$ cat src/rtl/rv_multicycle_ctrl.sv
// rtl/rv_multicycle_ctrl.sv - main control FSM for the multicycle RV32I core
// Sequences fetch/decode/exec/mem/wb over one memory port and one ALU; traps on bad opcodes and bus timeouts.

module rv_multicycle_ctrl #(
  parameter int MAX_WAIT = 255
) (
  input  logic        clk,
  input  logic        rst,
  input  logic [31:0] instr,
  input  logic        mem_ready,
  input  logic        br_taken,
  output logic        mem_req,
  output logic        mem_we,
  output logic        addr_sel,
  output logic        ir_we,
  output logic [1:0]  alu_a_sel,
  output logic        alu_b_sel,
  output logic        alu_force_add,
  output logic        pc_we,
  output logic [1:0]  pc_sel,
  output logic        rf_we,
  output logic [1:0]  wb_sel,
  output logic        retire,
  output logic        illegal,
  output logic        bus_err,
  output logic [2:0]  state
);

  localparam int WW = (MAX_WAIT < 2) ? 1 : $clog2(MAX_WAIT + 1);
  localparam logic [WW-1:0] WAIT_LAST = (MAX_WAIT > 0) ? WW'(MAX_WAIT - 1) : '0;

  localparam logic [6:0] OPC_LUI    = 7'b0110111;
  localparam logic [6:0] OPC_AUIPC  = 7'b0010111;
  localparam logic [6:0] OPC_JAL    = 7'b1101111;
  localparam logic [6:0] OPC_JALR   = 7'b1100111;
  localparam logic [6:0] OPC_BRANCH = 7'b1100011;
  localparam logic [6:0] OPC_LOAD   = 7'b0000011;
  localparam logic [6:0] OPC_STORE  = 7'b0100011;
  localparam logic [6:0] OPC_OPIMM  = 7'b0010011;
  localparam logic [6:0] OPC_OP     = 7'b0110011;

  typedef enum logic [2:0] {
    S_FETCH  = 3'd0,
    S_DECODE = 3'd1,
    S_EXEC   = 3'd2,
    S_MEM    = 3'd3,
    S_WB     = 3'd4,
    S_TRAP   = 3'd7
  } state_e;

  state_e        state_q, state_d;
  logic [WW-1:0] wait_q, wait_d;
  logic          taken_q, taken_d;
  logic          illegal_q, illegal_d;
  logic          bus_err_q, bus_err_d;

  logic [6:0] opcode;
  logic       is_lui, is_auipc, is_jal, is_jalr, is_branch;
  logic       is_load, is_store, is_opimm, is_op, is_legal;
  logic       rd_nonzero;
  logic       unused_instr;

  assign opcode     = instr[6:0];
  assign is_lui     = (opcode == OPC_LUI);
  assign is_auipc   = (opcode == OPC_AUIPC);
  assign is_jal     = (opcode == OPC_JAL);
  assign is_jalr    = (opcode == OPC_JALR);
  assign is_branch  = (opcode == OPC_BRANCH);
  assign is_load    = (opcode == OPC_LOAD);
  assign is_store   = (opcode == OPC_STORE);
  assign is_opimm   = (opcode == OPC_OPIMM);
  assign is_op      = (opcode == OPC_OP);
  assign is_legal   = is_lui | is_auipc | is_jal | is_jalr | is_branch |
                      is_load | is_store | is_opimm | is_op;
  assign rd_nonzero = (instr[11:7] != 5'd0);
  assign unused_instr = ^instr[31:12];

  // Next-state logic; the wait counter only advances while a memory request stalls.
  always_comb begin
    state_d   = state_q;
    wait_d    = '0;
    taken_d   = taken_q;
    illegal_d = illegal_q;
    bus_err_d = bus_err_q;
    case (state_q)
      S_FETCH, S_MEM: begin
        if (mem_ready) begin
          state_d = (state_q == S_FETCH) ? S_DECODE : S_WB;
        end else if ((MAX_WAIT != 0) && (wait_q == WAIT_LAST)) begin
          state_d   = S_TRAP;
          bus_err_d = 1'b1;
        end else begin
          wait_d = wait_q + WW'(1);
        end
      end
      S_DECODE: begin
        if (is_legal) begin
          state_d = S_EXEC;
        end else begin
          state_d   = S_TRAP;
          illegal_d = 1'b1;
        end
      end
      S_EXEC: begin
        taken_d = br_taken;
        state_d = (is_load || is_store) ? S_MEM : S_WB;
      end
      S_WB:    state_d = S_FETCH;
      S_TRAP:  state_d = S_TRAP;
      default: state_d = S_TRAP;
    endcase
  end

  always_ff @(posedge clk) begin
    if (rst) begin
      state_q   <= S_FETCH;
      wait_q    <= '0;
      taken_q   <= 1'b0;
      illegal_q <= 1'b0;
      bus_err_q <= 1'b0;
    end else begin
      state_q   <= state_d;
      wait_q    <= wait_d;
      taken_q   <= taken_d;
      illegal_q <= illegal_d;
      bus_err_q <= bus_err_d;
    end
  end

  // Outputs are decoded from the registered state; reset forces everything low.
  always_comb begin
    mem_req       = 1'b0;
    mem_we        = 1'b0;
    addr_sel      = 1'b0;
    ir_we         = 1'b0;
    alu_a_sel     = 2'd0;
    alu_b_sel     = 1'b0;
    alu_force_add = 1'b0;
    pc_we         = 1'b0;
    pc_sel        = 2'd0;
    rf_we         = 1'b0;
    wb_sel        = 2'd0;
    retire        = 1'b0;
    if (!rst) begin
      case (state_q)
        S_FETCH: begin
          mem_req = 1'b1;
          ir_we   = mem_ready;
        end
        S_EXEC: begin
          if (is_lui) begin
            alu_a_sel = 2'd2;
          end else if (is_auipc || is_jal || is_branch) begin
            alu_a_sel = 2'd1;
          end
          alu_b_sel     = !is_op;
          alu_force_add = !(is_op || is_opimm);
        end
        S_MEM: begin
          mem_req  = 1'b1;
          addr_sel = 1'b1;
          mem_we   = is_store;
        end
        S_WB: begin
          pc_we  = 1'b1;
          retire = 1'b1;
          if (is_jal || (is_branch && taken_q)) begin
            pc_sel = 2'd1;
          end else if (is_jalr) begin
            pc_sel = 2'd2;
          end
          rf_we = rd_nonzero && (is_op || is_opimm || is_lui || is_auipc ||
                                 is_load || is_jal || is_jalr);
          if (is_load) begin
            wb_sel = 2'd1;
          end else if (is_jal || is_jalr) begin
            wb_sel = 2'd2;
          end
        end
        default: ;
      endcase
    end
  end

  assign illegal = !rst && illegal_q;
  assign bus_err = !rst && bus_err_q;
  assign state   = rst ? 3'd0 : state_q;

endmodule

$ cat config.mk
export PLATFORM = sky130hd
export DESIGN_NAME = rv_multicycle_ctrl
export DESIGN_NICKNAME = d
export VERILOG_FILES = /design/src/rtl/rv_multicycle_ctrl.sv
export SDC_FILE = /design/constraint.sdc
export NUM_CORES = 1
export LEC_CHECK = 0
export BUFFER_PORTS_ARGS = -buffer_cell sky130_fd_sc_hd__buf_2
export CORE_MARGIN = 10
export CORE_UTILIZATION = 30
export CTS_BUF_LIST = sky130_fd_sc_hd__clkbuf_8
export DETAILED_ROUTE_END_ITERATION = 16
export GPL_TIMING_DRIVEN = 0
export PLACE_DENSITY = 0.6
export SYNTH_ARGS = -nofsm -noshare
export SYNTH_HDL_FRONTEND = slang
export SYNTH_SLANG_ARGS = --single-unit
$ cat constraint.sdc
create_clock -name clk -period 3.3 [get_ports clk]
set_input_delay 0.66 -clock clk [delete_from_list [all_inputs] [get_ports clk]]
set_output_delay 0.66 -clock clk [all_outputs]
set_load 0.01 [all_outputs]
==> out/results.md <==
| Result | Reported | Unit |
|---|---|---|
| Hpwl dp | 2.055 | mm |
| Initial Utilization | 31.52 | % |
| Post-route non-filler standard cell count | 204 | - |
| Largest clock skew in the final design | 1.393 | ps |
| Die outline height | 76.63 | µm |
| Result of the run | completed | - |
| Total count of max-transition violations in the final report | 0 | - |
| Max-Cap Viols | 0 | - |
| Per-cell routed wire length | 12.16 | µm |
| Commonest cells in the netlist | nor2_1, dfxtp_1, nand2_1 | - |
| Critical path data required time | 2640 | ps |
| Antenna violations before repair | 0 | - |
| Share of final-layout standard cells stronger than drive strength 1 | 30.63 | % |
| Layout Nets | 200 | - |
| Tcrit/Tclk final | 75.66 | % |
| Count of fill cells added during filler insertion | 340 | - |
| Power Internal | 427.4 | µW |
| Gate power share | 49.6 | % |
| Global route overflow | 0 | - |
| Net count after synthesis | 160 | - |
| Crit Path Max Fanout | 6 | - |
| Count of distinct cell types in the synthesized netlist | 39 | - |
| Critical setup path kind | in -> out | - |
| RSZ-0062 raised after global routing | no | - |
| Worst min-delay path category | reg -> reg | - |
| Time the worst path needs with I/O delays and setup | 2497 | ps |
| Count of input and output buffers | 35 | - |
| Area growth from synthesis to layout | 28.22 | % |
| Leading register cell type out of synthesis | dfxtp_1 | - |
| Number of standard cells after synthesis | 122 | - |
| Actual transition at the worst max-transition pin | 387.0 | ps |
| Arrival @ worst endpoint | 1840 | ps |
| Largest net degree at the start of global routing | 11 | - |
| Placed insts | 201 | - |
| Post-synth EDFFs | 0 | - |
| Max clock buf depth | 2 | - |
| Top-Level Pins | 56 | - |
| Warnings, synthesis | 0 | - |
| Count of instances resized after the clock tree is built | 0 | - |
| TNS Setup | 0 | ps |
| Starting DRC count in detailed routing | 21 | - |
| Hold_ws | 453.2 | ps |
| GPL Wtd Cong | 0.7485 | - |
| Clock input transition at the sequential cells of the worst setup and hold paths | 50 | ps |
| Fmax | 400.5 | MHz |
| Global Route Usage Sum | 8.919 | % |
| CTS tree | built | - |
| Clock sink count | 14 | - |
| Top-count cell post-synth | nor2_1 | - |
| Synth area leader | dfxtp_1 | - |
| Hold Buf Count CTS | 0 | - |
| Mean cell area of the mapped netlist | 7.887 | µm² |
| Die width | 76.63 | µm |
| Worst-case headroom to the max-slew limit | 74.20 | % |
| Routed vias/inst | 4.765 | - |
| Part of the Yosys area used for sequential elements | 29.13 | % |
| Worst IR drop on VDD | 167.1 | µV |
| Worst setup slack after layout | 803.1 | ps |
| Endpoints failing setup | 0 | - |
| Total clock buffers created by CTS | 3 | - |
| Cell at the root of the clock tree | clkbuf_8 | - |
| Power per Cell Area | 558.8 | nW/µm² |
| Sort of element at the start of the critical path | primary input | - |
| Switching Fraction | 38.00 | % |
| Fraction of post-synthesis cell area in the top cell type by area | 29.13 | % |
| Ranking of synthesized cells by area | dfxtp_1, nor2_1, nor3_1 | - |
| Part of the power in the clock network | 20.2 | % |
| Overall via count from detail_route | 972 | - |
| Drc violations | 0 | - |
| Kind of capture point of the worst setup path | output pin | - |
| Drt total wl | 2.480 | mm |
| Switching pwr | 262.0 | µW |
| Power share of the sequential group | 30.2 | % |
| First-pass DRT Iterations | 4 | - |
| Post-synth design cell area | 962.2 | µm² |
| Worst setup slack before clock tree synthesis | 807.4 | ps |
| Post-CTS Setup Inserts | 0 | - |
| Total count of hold-check failures in the final report | 0 | - |
| Post-synthesis async set-or-reset flop share | 0 | % |
| Area enclosed by the die boundary | 5872 | µm² |
| Leakage power summed over all cells | 0.0005331 | µW |
| Via count of the first global-routing pass | 1027 | - |
| Ant. Diodes | 0 | - |
| Flop and latch count out of synthesis | 14 | - |
| Floorplan Core Area | 3053 | µm² |
| Remaining number of nets flagged by the antenna check after routing | 0 | - |
| Number of H-tree branching levels | 1 | - |
| Later-pin clock latency in the skew report | 240 | ps |
| Wire length of the first global-routing pass | 4.381 | mm |
| Count of standard-cell rows | 20 | - |
layout by cell type, fill, tap and decap left out, types with 5 or more instances in the layout:
| cell | synthesis | layout |
|---|---|---|
| nand3_1 | 5 | 5 |
| buf_2 | 1 | 36 |
| nor2_1 | 24 | 24 |
| nor3_1 | 8 | 8 |
| dfxtp_1 | 14 | 14 |
| a21oi_1 | 5 | 5 |
| inv_1 | 6 | 6 |
| nand2_1 | 10 | 10 |
layout make-up:
cell class / count / area (µm²) / area share, %
clock buffers: 3 / 41.29 / 3.347
flip-flops and latches: 14 / 280.3 / 22.72
inverters: 6 / 22.52 / 1.826
repair buffers: 35 / 175.2 / 14.20
multi-input cells: 96 / 613.1 / 49.70
plain buffers: 6 / 46.29 / 3.753
well taps: 44 / 55.05 / 4.462
path summary, 6_finish.rpt:
path | start | slack (ps) | cells after the start | to
worst max-delay path | instr[3] | 800 | 6 | alu_a_sel[0]
worst min-delay path | illegal_q$_SDFFE_PP0P_ | 450 | 2 | illegal_q$_SDFFE_PP0P_
worst min register to register | illegal_q$_SDFFE_PP0P_ | 450 | 2 | illegal_q$_SDFFE_PP0P_
worst max register to register | wait_q[0]$_SDFF_PP0_ | 1850 | 7 | wait_q[6]$_SDFF_PP0_
layer usage:
layer	share of wire, %	track usage (%)	vias up
met5	0	0	-
met4	2.3	5.019	0
met3	8.8	4.127	5
met2	47	14.46	29
met1	42	9.340	439
li1	-	-	499
power by group through the flow:
stage               combinational, µW  clock (µW)  sequential [µW]
floorplan                         261           0              209
global placement                  344           0              211
detailed placement                347           0              211
CTS                               347         148              208
global route                      382         156              212
finish                            342         139              208
stage by stage:
| step | power (µW) | cell area, µm² | utilization [%] |
|---|---|---|---|
| 5_1_grt | 749.5 | 1234 | 40.41 |
| 3_3_place_gp | 555.6 | 1192 | 39.06 |
| 3_5_place_dp | 558.4 | 1192 | 39.06 |
| 2_1_floorplan | 469.9 | 962.2 | - |
| 6_report | 689.4 | 1234 | 40.41 |
| 4_1_cts | 703.5 | 1234 | 40.41 |
kinds of logic (layout without fill, tap and decap cells):
kind of cell | Yosys count | after routing | share of synthesized area [%]
AND/OR/NAND/NOR | 71 | 71 | 42.26
XOR/XNOR | 7 | 7 | 8.324
adder cells (fa/ha/maj) | 2 | 2 | 2.600
flip-flops | 14 | 14 | 29.13
AO/OA/AOI/OAI | 16 | 16 | 10.53
buffers and inverters | 12 | 50 | 7.150
registers in the layout, indices dropped and copies added (netlist names):
register   count
illegal_q      1
taken_q        1
state_q        3
wait_q         8
bus_err_q      1
critical path: stages:
cell and delay (ps):
buf_2 130, nand4bb_4 260, nor4b_2 290, nor2_1 70, a221oi_1 250, buf_2 180
(Power assumes the default switching activity.)
